$ cat config.mk
export PLATFORM = sky130hd
export DESIGN_NAME = oci_trace_capture
export DESIGN_NICKNAME = d
export VERILOG_FILES = /design/src/rtl/oci_trace_capture.sv
export SDC_FILE = /design/constraint.sdc
export NUM_CORES = 1
export LEC_CHECK = 0
export ABC_CLOCK_PERIOD_IN_PS = 4900
export CORE_MARGIN = 4
export CORE_UTILIZATION = 54
export DETAILED_ROUTE_END_ITERATION = 8
export GPL_TIMING_DRIVEN = 1
export PLACE_DENSITY_LB_ADDON = 0.08
export SLEW_MARGIN = 20
export SYNTH_ARGS = -nofsm -noshare
export SYNTH_HDL_FRONTEND = slang
export SYNTH_SLANG_ARGS = --single-unit
$ cat constraint.sdc
create_clock -name clk -period 4.9 [get_ports clk]
set_input_delay 0.98 -clock clk [delete_from_list [all_inputs] [get_ports clk]]
set_output_delay 0.98 -clock clk [all_outputs]
set_load 0.005 [all_outputs]
$ cat src/rtl/oci_trace_capture.sv
// oci_trace_capture: capture buffer for the Nios II OCI compressed trace (DCT)
// stream. Each non-empty beat is packed into a FIFO entry {ts, count, buffer}
// and drained over a valid/ready port. Dropped beats are counted, and an
// end-of-test handshake drains the FIFO and then raises test_has_ended.
// Optional feature: define OCI_TRACE_TIMESTAMP_EN to prepend a TS_W-bit
// free-running cycle counter to each entry.
module oci_trace_capture #(
  parameter int SLOTS  = 5,
  parameter int SLOT_W = 6,
  parameter int DEPTH  = 16,
  parameter int OVF_W  = 16,
  parameter int TS_W   = 32
) (
  input  logic                        clk,
  input  logic                        reset_n,
  input  logic [SLOTS*SLOT_W-1:0]     dct_buffer,
  input  logic [3:0]                  dct_count,
  input  logic                        test_ending,
`ifdef OCI_TRACE_TIMESTAMP_EN
  output logic [TS_W+4+SLOTS*SLOT_W-1:0] trc_data,
`else
  output logic [4+SLOTS*SLOT_W-1:0]   trc_data,
`endif
  output logic                        trc_valid,
  input  logic                        trc_ready,
  output logic [OVF_W-1:0]            ovf_count,
  output logic                        count_err,
  output logic                        test_has_ended,
  output logic [$clog2(DEPTH):0]      fill_level
);

  localparam int AW = $clog2(DEPTH);
  localparam int E_W = $bits(trc_data);
  localparam logic [3:0] SLOTS_C = 4'(SLOTS);
  localparam logic [AW:0] PTR_ONE = {{AW{1'b0}}, 1'b1};
  localparam logic [OVF_W-1:0] OVF_ONE = {{(OVF_W-1){1'b0}}, 1'b1};

  // Reject parameter sets the entry packing and pointer scheme cannot handle.
  if (SLOTS < 1 || SLOTS > 15 || SLOT_W < 1 || DEPTH < 2 || DEPTH > 256 ||
      (DEPTH & (DEPTH - 1)) != 0 || OVF_W < 1 || TS_W < 1) begin : g_bad_param
    $error("oci_trace_capture: illegal parameter combination");
  end

  typedef enum logic [1:0] {
    ST_RUN   = 2'd0,
    ST_DRAIN = 2'd1,
    ST_ENDED = 2'd2
  } state_e;

  // Saturating increment: the drop counter sticks at all-ones.
  function automatic logic [OVF_W-1:0] sat_inc(input logic [OVF_W-1:0] v);
    return (&v) ? v : (v + OVF_ONE);
  endfunction

  // Clamp an out-of-range slot count to the number of physical slots.
  function automatic logic [3:0] clamp_count(input logic [3:0] c);
    return (c > SLOTS_C) ? SLOTS_C : c;
  endfunction

  state_e            state_q, state_d;
  logic [AW:0]       wr_ptr_q, wr_ptr_d;
  logic [AW:0]       rd_ptr_q, rd_ptr_d;
  logic [OVF_W-1:0]  ovf_q, ovf_d;
  logic              err_q, err_d;
  logic [E_W-1:0]    mem_q [DEPTH];
  logic [E_W-1:0]    entry_d;

  logic              empty, full, beat, pop, wr_en, drop;
  logic [AW:0]       fill;

`ifdef OCI_TRACE_TIMESTAMP_EN
  logic [TS_W-1:0]   ts_q;
  localparam logic [TS_W-1:0] TS_ONE = {{(TS_W-1){1'b0}}, 1'b1};

  // Free-running cycle counter stamped into each captured entry.
  always_ff @(posedge clk or negedge reset_n) begin
    if (!reset_n) ts_q <= '0;
    else          ts_q <= ts_q + TS_ONE;
  end

  assign entry_d = {ts_q, clamp_count(dct_count), dct_buffer};
`else
  assign entry_d = {clamp_count(dct_count), dct_buffer};
`endif

  assign empty = (wr_ptr_q == rd_ptr_q);
  assign full  = (wr_ptr_q[AW-1:0] == rd_ptr_q[AW-1:0]) &&
                 (wr_ptr_q[AW] != rd_ptr_q[AW]);
  assign fill  = wr_ptr_q - rd_ptr_q;

  // Head of queue comes straight from storage flops; zero when nothing valid.
  assign trc_valid      = !empty;
  assign trc_data       = empty ? '0 : mem_q[rd_ptr_q[AW-1:0]];
  assign fill_level     = fill;
  assign ovf_count      = ovf_q;
  assign count_err      = err_q;
  assign test_has_ended = (state_q == ST_ENDED);

  // Capture/drop decisions, status next-state and the end-of-test FSM.
  always_comb begin
    beat     = (dct_count != 4'd0) && (state_q == ST_RUN);
    pop      = !empty && trc_ready;
    wr_en    = beat && (!full || pop);
    drop     = beat && full && !pop;
    wr_ptr_d = wr_ptr_q;
    rd_ptr_d = rd_ptr_q;
    ovf_d    = ovf_q;
    err_d    = err_q;
    state_d  = state_q;
    if (wr_en) wr_ptr_d = wr_ptr_q + PTR_ONE;
    if (pop)   rd_ptr_d = rd_ptr_q + PTR_ONE;
    if (drop)  ovf_d = sat_inc(ovf_q);
    if (beat && (dct_count > SLOTS_C)) err_d = 1'b1;
    case (state_q)
      ST_RUN: begin
        // A beat in the same cycle is still captured above.
        if (test_ending) state_d = ST_DRAIN;
      end
      ST_DRAIN: begin
        // No writes in DRAIN: the FIFO is empty after this edge when it is
        // already empty or the last entry is popping now.
        if (empty || ((fill == PTR_ONE) && pop)) state_d = ST_ENDED;
      end
      ST_ENDED: state_d = ST_ENDED;
      default:  state_d = ST_RUN;
    endcase
  end

  // Control state: pointers, status counters and FSM.
  always_ff @(posedge clk or negedge reset_n) begin
    if (!reset_n) begin
      state_q  <= ST_RUN;
      wr_ptr_q <= '0;
      rd_ptr_q <= '0;
      ovf_q    <= '0;
      err_q    <= 1'b0;
    end else begin
      state_q  <= state_d;
      wr_ptr_q <= wr_ptr_d;
      rd_ptr_q <= rd_ptr_d;
      ovf_q    <= ovf_d;
      err_q    <= err_d;
    end
  end

  // Entry storage; data only, so no reset.
  always_ff @(posedge clk) begin
    if (wr_en) mem_q[wr_ptr_q[AW-1:0]] <= entry_d;
  end

endmodule

==> results of run 1 <==
-- through the flow --
| step | setup slack [ns] | hold slack [ns] | cells | instance area (µm²) |
|---|---|---|---|---|
| final | 0.4175 | 0.4687 | 1713 | 26130 |
| after CTS | 0.3454 | 0.4765 | 1713 | 26130 |
| after global routing | 0.2187 | 0.4927 | 1713 | 26130 |
| after detailed placement | 0.9430 | 0.4621 | 1613 | 24420 |
| after floorplan | 0.5947 | 0.4510 | 1002 | 22570 |
| after global placement | 0.9969 | 0.4415 | 1613 | 24420 |
-- final cells by class --
class                      count  area (µm²)  area share (%)
sequential                   573       17070           65.32
multi-input combinational    367        5279           20.20
clock buffer                  67        1464           5.602
timing repair buffer         125        1351           5.171
tap                          532       665.6           2.547
clock inverter                33       241.5          0.9241
inverter                      16       60.06          0.2298
-- sequential cells by signal, indices dropped and copies added (netlist names) --
| signal | count |
|---|---|
| ovf_count | 16 |
| count_err | 1 |
| rd_ptr_q | 5 |
| state_q | 2 |
| mem_q | 544 |
| wr_ptr_q | 5 |
-- final timing paths --
kind	to	slack, ns	cells past startpoint
max reg2reg	mem_q[7][2]	1.26	6
min	count_err	0.47	1
min reg2reg	count_err	0.47	1
max in group asynchronous	rd_ptr_q[0]	3.82	2
min in group asynchronous	ovf_count[9]	0.77	2
max	trc_data[20]	0.42	6
-- critical path: cells and delay by family, from the launching register on --
kind	cells	cell delay, ns
and+or+nand+nor	3	0.97
adders and majority gates	1	0.38
DFF	1	0.69
buffers and inverters	2	0.86
-- power breakdown --
group / switching, mW / total [mW] / internal (mW)
logic: 2.26 / 4.96 / 2.69
clock network: 1.74 / 4.02 / 2.28
registers: 0.208 / 6.08 / 5.87
total: 4.22 / 15.1 / 10.8
-- kinds of logic (layout without fill, tap and decap cells) --
logic type | count (synthesis) | after routing | share of synthesized area [%]
AO/OA/AOI/OAI | 12 | 12 | 0.3783
XOR/XNOR | 27 | 27 | 1.051
adder cells (fa/ha/maj) | 15 | 15 | 0.8677
buffers and inverters | 62 | 241 | 1.557
flip-flops | 573 | 573 | 75.85
multiplexers | 174 | 174 | 17.28
other | 1 | 16 | 0.01667
AND/OR/NAND/NOR | 123 | 123 | 3.004
-- cell usage after synthesis (all sizes together) (2+ instances only) --
master	n
inv	16
a21o	3
nand2b	4
or2	2
nand2	14
xor2	3
a21oi	2
dfrtp	29
mux4	170
nor2	20
ha	14
or4	2
edfxtp	544
buf	27
nand3	13
mux2	2
nor3	8
mux2i	2
and3	6
nand4	12
clkbuf	19
and2	36
xnor2	24
-- metal layers --
metal	global-route usage, %	vias up	share of wire, %
li1	-	4429	-
met1	32.23	5507	44
met2	33.16	276	49
met3	3.335	50	5.2
met4	5.187	0	1.5
met5	0	-	0
==> results.tsv, run 1 <==
stage	metric	value	unit
layout	Layout Utilization	63.71	%
setup_path	CP peak stage delay	0.69	ns
power	Max VDD drop	451.6	µV
yosys	leading area contributor after synthesis	edfxtp_1	
global_routing	initial antenna violation count	0	
timing	RSZ-0062 raised after global routing	no	
drt	Vias/cell	5.991	
layout	area grow syn2layout	16.17	%
setup_path	Worst EP arrival	3.50	ns
setup_path	WP data required	3.92	ns
yosys	top cells by area, synth	edfxtp_1 73%, mux4_2 17%, dfrtp_1 3.2%	
yosys	Post-Synthesis Cells	987	
power	Tot Pwr	15.05	mW
setup_path	kind of critical path	reg2out	
power	Static Leak	8.348	nW
setup_path	CP startpoint kind	flip-flop	
layout	layout cells sized above 1	24.98	%
global_routing	largest net degree at the start of global routing	140	
yosys	post-synth cell types	44	
cts	Root Driver	clkbuf_16	
cts	Setup Buffers After CTS	0	
yosys	register bit total from synthesis	573	
timing	Slew HR	36.16	%
die	Core Box Area	41020	µm²
die	Die W	212.1	µm
placement	PortBufs	95	
layout	Ant. Diodes	0	
die	Die Ht	212.1	µm
cts	hold buffers post-CTS	0	
cts	CTS resizes	0	
global_routing	vias in the first global route	10560	
die	die footprint	44980	µm²
die	Starting Density	54.84	%
timing	Worst-Margin Slew	0.9576	ns
die	FP Rows	74	
setup_path	Critical-path top delay cell	dfrtp_1	
global_routing	global-route wire length before repair	69650	µm
run_status	outcome	finished, final reports clean	
layout	Final nets	1193	
drt	WL/cell	27.04	µm
cts	clk buf depth	3	
setup_path	Critical Path End Type	primary output	
placement	Detail Placement HPWL	24150	µm
setup_path	Setup crit start	wr_ptr_q[2]	
min_path	hold path startpoint	count_err	
global_routing	Remaining Overflow, GRT	0	
yosys	Syn Std Cell Area	22490	µm²
run	maxcap violations	0	
die	io pins	96	
power	Power Dens Cells	576.0	nW/µm²
yosys	Primary FF master, synth	edfxtp_1	
timing	min cycle time layout	4.483	ns
yosys	EDFF count, synth	544	
timing	# setup viols final	0	
layout	most common cell after layout, fill and taps aside	edfxtp_1	
timing	final count of hold timing violations	0	
cts	CTS clk-pin slew, worst paths	0.06	ns
setup_path	Cell Chain, Critical Path	ha_1 -> and4_1 -> nand2_2 -> buf_4 -> and2_1 -> clkdlybuf4s50_1	
yosys	Synth top area share	72.62	%
cts	CTS H-Tree Depth	2	
cts	TritonCTS Buffers	57	
layout	fill cell instance count of the final layout	2794	
drt	1st-iter DRT viols	1019	
min_path	HP Class	reg2reg	
yosys	Ys Warns	0	
cts	CTS Sinks	573	
layout	commonest non-fill, non-tap cells in the layout	544 x edfxtp_1, 166 x mux4_2, 95 x clkdlybuf4s50_1	
global_routing	gr usage total	21.18	%
drt	DRC viols	0	
timing	final worst-path cycle share	91.48	%
drt	final antenna-violating net count	0	
drt	Post-Route WL	46330	µm
timing	Slew Viols, Final	0	
setup_path	Crit Path Max Fanout	22	
setup_path	Critical R2R Launch	wr_ptr_q[2]	
yosys	ys async rst share	5.061	%
drt	DR vias	10260	
cts	CTS tree	yes	
yosys	Seq/Total Area, Yosys	75.85	%
cts	Worst-Skew Late Latency	0.60	ns
timing	fmax	223.1	MHz
timing	Setup Skew	0.01538	ns
placement	final RePlAce weighted congestion	0.7521	
timing	Sum Neg Setup Slack	0	ns
drt	drt pass-1 iters	5	
yosys	syn_area_per_cell	22.79	µm²
Power figures use the tool's default switching activity.
==> run 2, diff against run 1 <==
--- a/config.mk
+++ b/config.mk
@@ -11,6 +11,7 @@
 export DETAILED_ROUTE_END_ITERATION = 8
 export GPL_TIMING_DRIVEN = 1
 export PLACE_DENSITY_LB_ADDON = 0.08
+export REMOVE_ABC_BUFFERS = 1
 export SLEW_MARGIN = 20
 export SYNTH_ARGS = -nofsm -noshare
 export SYNTH_HDL_FRONTEND = slang
==> run 2 against run 1 <==
  * Critical endpoint is now trc_data[9]
  * Total power grew 2.2%
  * Hold slack got worse by 0.0038 ns
  * Highest routed layer is now met5
  * Register-to-register slack improved by 0.09 ns
  * Largest cell class unchanged
  * Worst setup slack improved by 0.073 ns
  * Flip-flop and latch count unchanged
  * Clock skew fell by 0.0034 ns
==> results.tsv, run 2 (synthesis results as in run 1) <==
stage	metric	value	unit	change
run_status	outcome	finished, final reports clean		
global_routing	GR peak layer	met2		
setup_path	kind of critical path	reg2out		
drt	final antenna-violating net count	0		unchanged
global_routing	vias in the first global route	10980		+4.0%
layout	area grow syn2layout	17.06	%	
cts	CTS clk-pin slew, worst paths	0.06	ns	about the same
setup_path	WP data required	3.92	ns	about the same
layout	most common cell after layout, fill and taps aside	edfxtp_1		
setup_path	Critical Path End Type	primary output		
cts	CTS resizes	0		unchanged
drt	Vias/cell	6.001		+0.17%
cts	CTS tree	yes		
die	Die W	212.1	µm	unchanged
timing	min cycle time layout	4.410	ns	-0.07253 ns
drt	drt pass-1 iters	4		-1
run	maxcap violations	0		unchanged
timing	RSZ-0062 raised after global routing	no		
cts	clk buf depth	3		unchanged
die	Die Ht	212.1	µm	unchanged
die	io pins	96		unchanged
power	Static Leak	8.456	nW	+1.3%
timing	Setup Skew	0.01198	ns	-0.003402 ns
timing	final count of hold timing violations	0		unchanged
global_routing	largest net degree at the start of global routing	93		-34%
timing	Worst-Margin Slew	0.9743	ns	+0.01665 ns
drt	Post-Route WL	47660	µm	+2.9%
drt	WL/cell	27.66	µm	+2.3%
global_routing	met2 Track Usage GR	36.21	%	+3.0 points
cts	Root Driver	clkbuf_16		
global_routing	Remaining Overflow, GRT	0		unchanged
global_routing	GRT met3 Usage	4.087	%	+0.75 points
cts	hold buffers post-CTS	0		unchanged
layout	commonest non-fill, non-tap cells in the layout	544 x edfxtp_1, 166 x mux4_2, 95 x clkdlybuf4s50_1		
placement	Placement Setup Slack	1.085	ns	+0.1425 ns
global_routing	initial antenna violation count	1		+1
timing	Sum Neg Setup Slack	0	ns	unchanged
setup_path	Worst EP arrival	3.43	ns	-0.07 ns
placement	final RePlAce weighted congestion	0.7513		-0.11%
die	Starting Density	54.84	%	unchanged
layout	Ant. Diodes	0		unchanged
global_routing	met1 global-route usage	31.29	%	-0.94 points
layout	Layout Utilization	64.20	%	+0.49 points
min_path	HP Class	reg2reg		
die	die footprint	44980	µm²	unchanged
placement	PortBufs	95		unchanged
setup_path	CP startpoint kind	flip-flop		
global_routing	global-route wire length before repair	71350	µm	+2.4%
power	Max VDD drop	439.1	µV	-2.8%
setup_path	Crit Path Max Fanout	92		+320%
global_routing	gr usage total	21.78	%	+0.60 points
cts	CTS H-Tree Depth	2		unchanged
power	Power Dens Cells	584.3	nW/µm²	+1.4%
layout	layout cells sized above 1	25.69	%	+0.71 points
die	Core Box Area	41020	µm²	unchanged
die	FP Rows	74		unchanged
layout	Final nets	1196		+0.25%
timing	Slew HR	34.81	%	-1.4 points
timing	fmax	226.8	MHz	+1.6%
power	Tot Pwr	15.39	mW	+2.2%
timing	# setup viols final	0		unchanged
timing	worst setup margin	0.4900	ns	+0.07253 ns
cts	CTS Sinks	573		unchanged
cts	Setup Buffers After CTS	0		unchanged
cts	Worst-Skew Late Latency	0.60	ns	about the same
layout	max reg flops	544		unchanged
placement	Detail Placement HPWL	24730	µm	+2.4%
timing	final worst-path cycle share	90.00	%	-1.5 points
drt	DRC viols	0		unchanged
timing	Slew Viols, Final	0		unchanged
drt	1st-iter DRT viols	752		-26%
drt	DR vias	10340		+0.75%
cts	TritonCTS Buffers	57		unchanged
run 2: per-stage QoR:
step	area [µm²]	instances	hold WS, ns
after global placement	24480	1616	0.4481
after CTS	26330	1723	0.4666
final	26330	1723	0.4649
after detailed placement	24480	1616	0.4442
after global routing	26330	1723	0.4973
after floorplan	22260	956	0.4510
run 2: report_power, final:
group | switching [mW] | internal (mW) | total, mW
registers | 0.248 | 5.87 | 6.12
logic | 2.25 | 2.74 | 4.99
clock network | 1.76 | 2.51 | 4.28
run 2: per-layer routing:
layer	up-vias	wire, µm
met5	-	16
met2	290	24550
met1	5546	19750
li1	4439	-
met3	62	2739
met4	2	611
run 2: cell type report:
cell class / count / area (µm²)
clock inverters: 34 / 319.1
fillers: 2795 / 14690
clock buffers: 73 / 1529
well taps: 532 / 665.6
inverters: 16 / 60.06
repair buffers: 128 / 1436
multi-input cells: 367 / 5251
flip-flops and latches: 573 / 17070
run 2: path summary, 6_finish.rpt:
kind	slack [ns]	from	depth (start not counted)	endpoint
setup / recovery	0.49	rd_ptr_q[1]	5	trc_data[9]
hold / removal	0.46	count_err	1	count_err
setup reg to reg	1.35	rd_ptr_q[1]	7	mem_q[0][23]
hold reg to reg	0.46	count_err	1	count_err
max in group asynchronous	3.81	reset_n	2	rd_ptr_q[1]
min in group asynchronous	0.77	reset_n	2	ovf_count[4]
run 2: worst max-delay path: stages, from the launching register on:
cell             delay, ns
dfrtp_4               0.68
buf_12                0.46
mux4_2                0.41
mux4_2                0.47
and2_1                0.19
clkdlybuf4s50_1       0.46
==> run 3, diff against run 2 <==
--- a/config.mk
+++ b/config.mk
@@ -6,6 +6,7 @@
 export NUM_CORES = 1
 export LEC_CHECK = 0
 export ABC_CLOCK_PERIOD_IN_PS = 4900
+export CAP_MARGIN = 20
 export CORE_MARGIN = 4
 export CORE_UTILIZATION = 54
 export DETAILED_ROUTE_END_ITERATION = 8
==> results of run 3 <==
No change in the layout: final DEF, timing and power equal those of run 2.
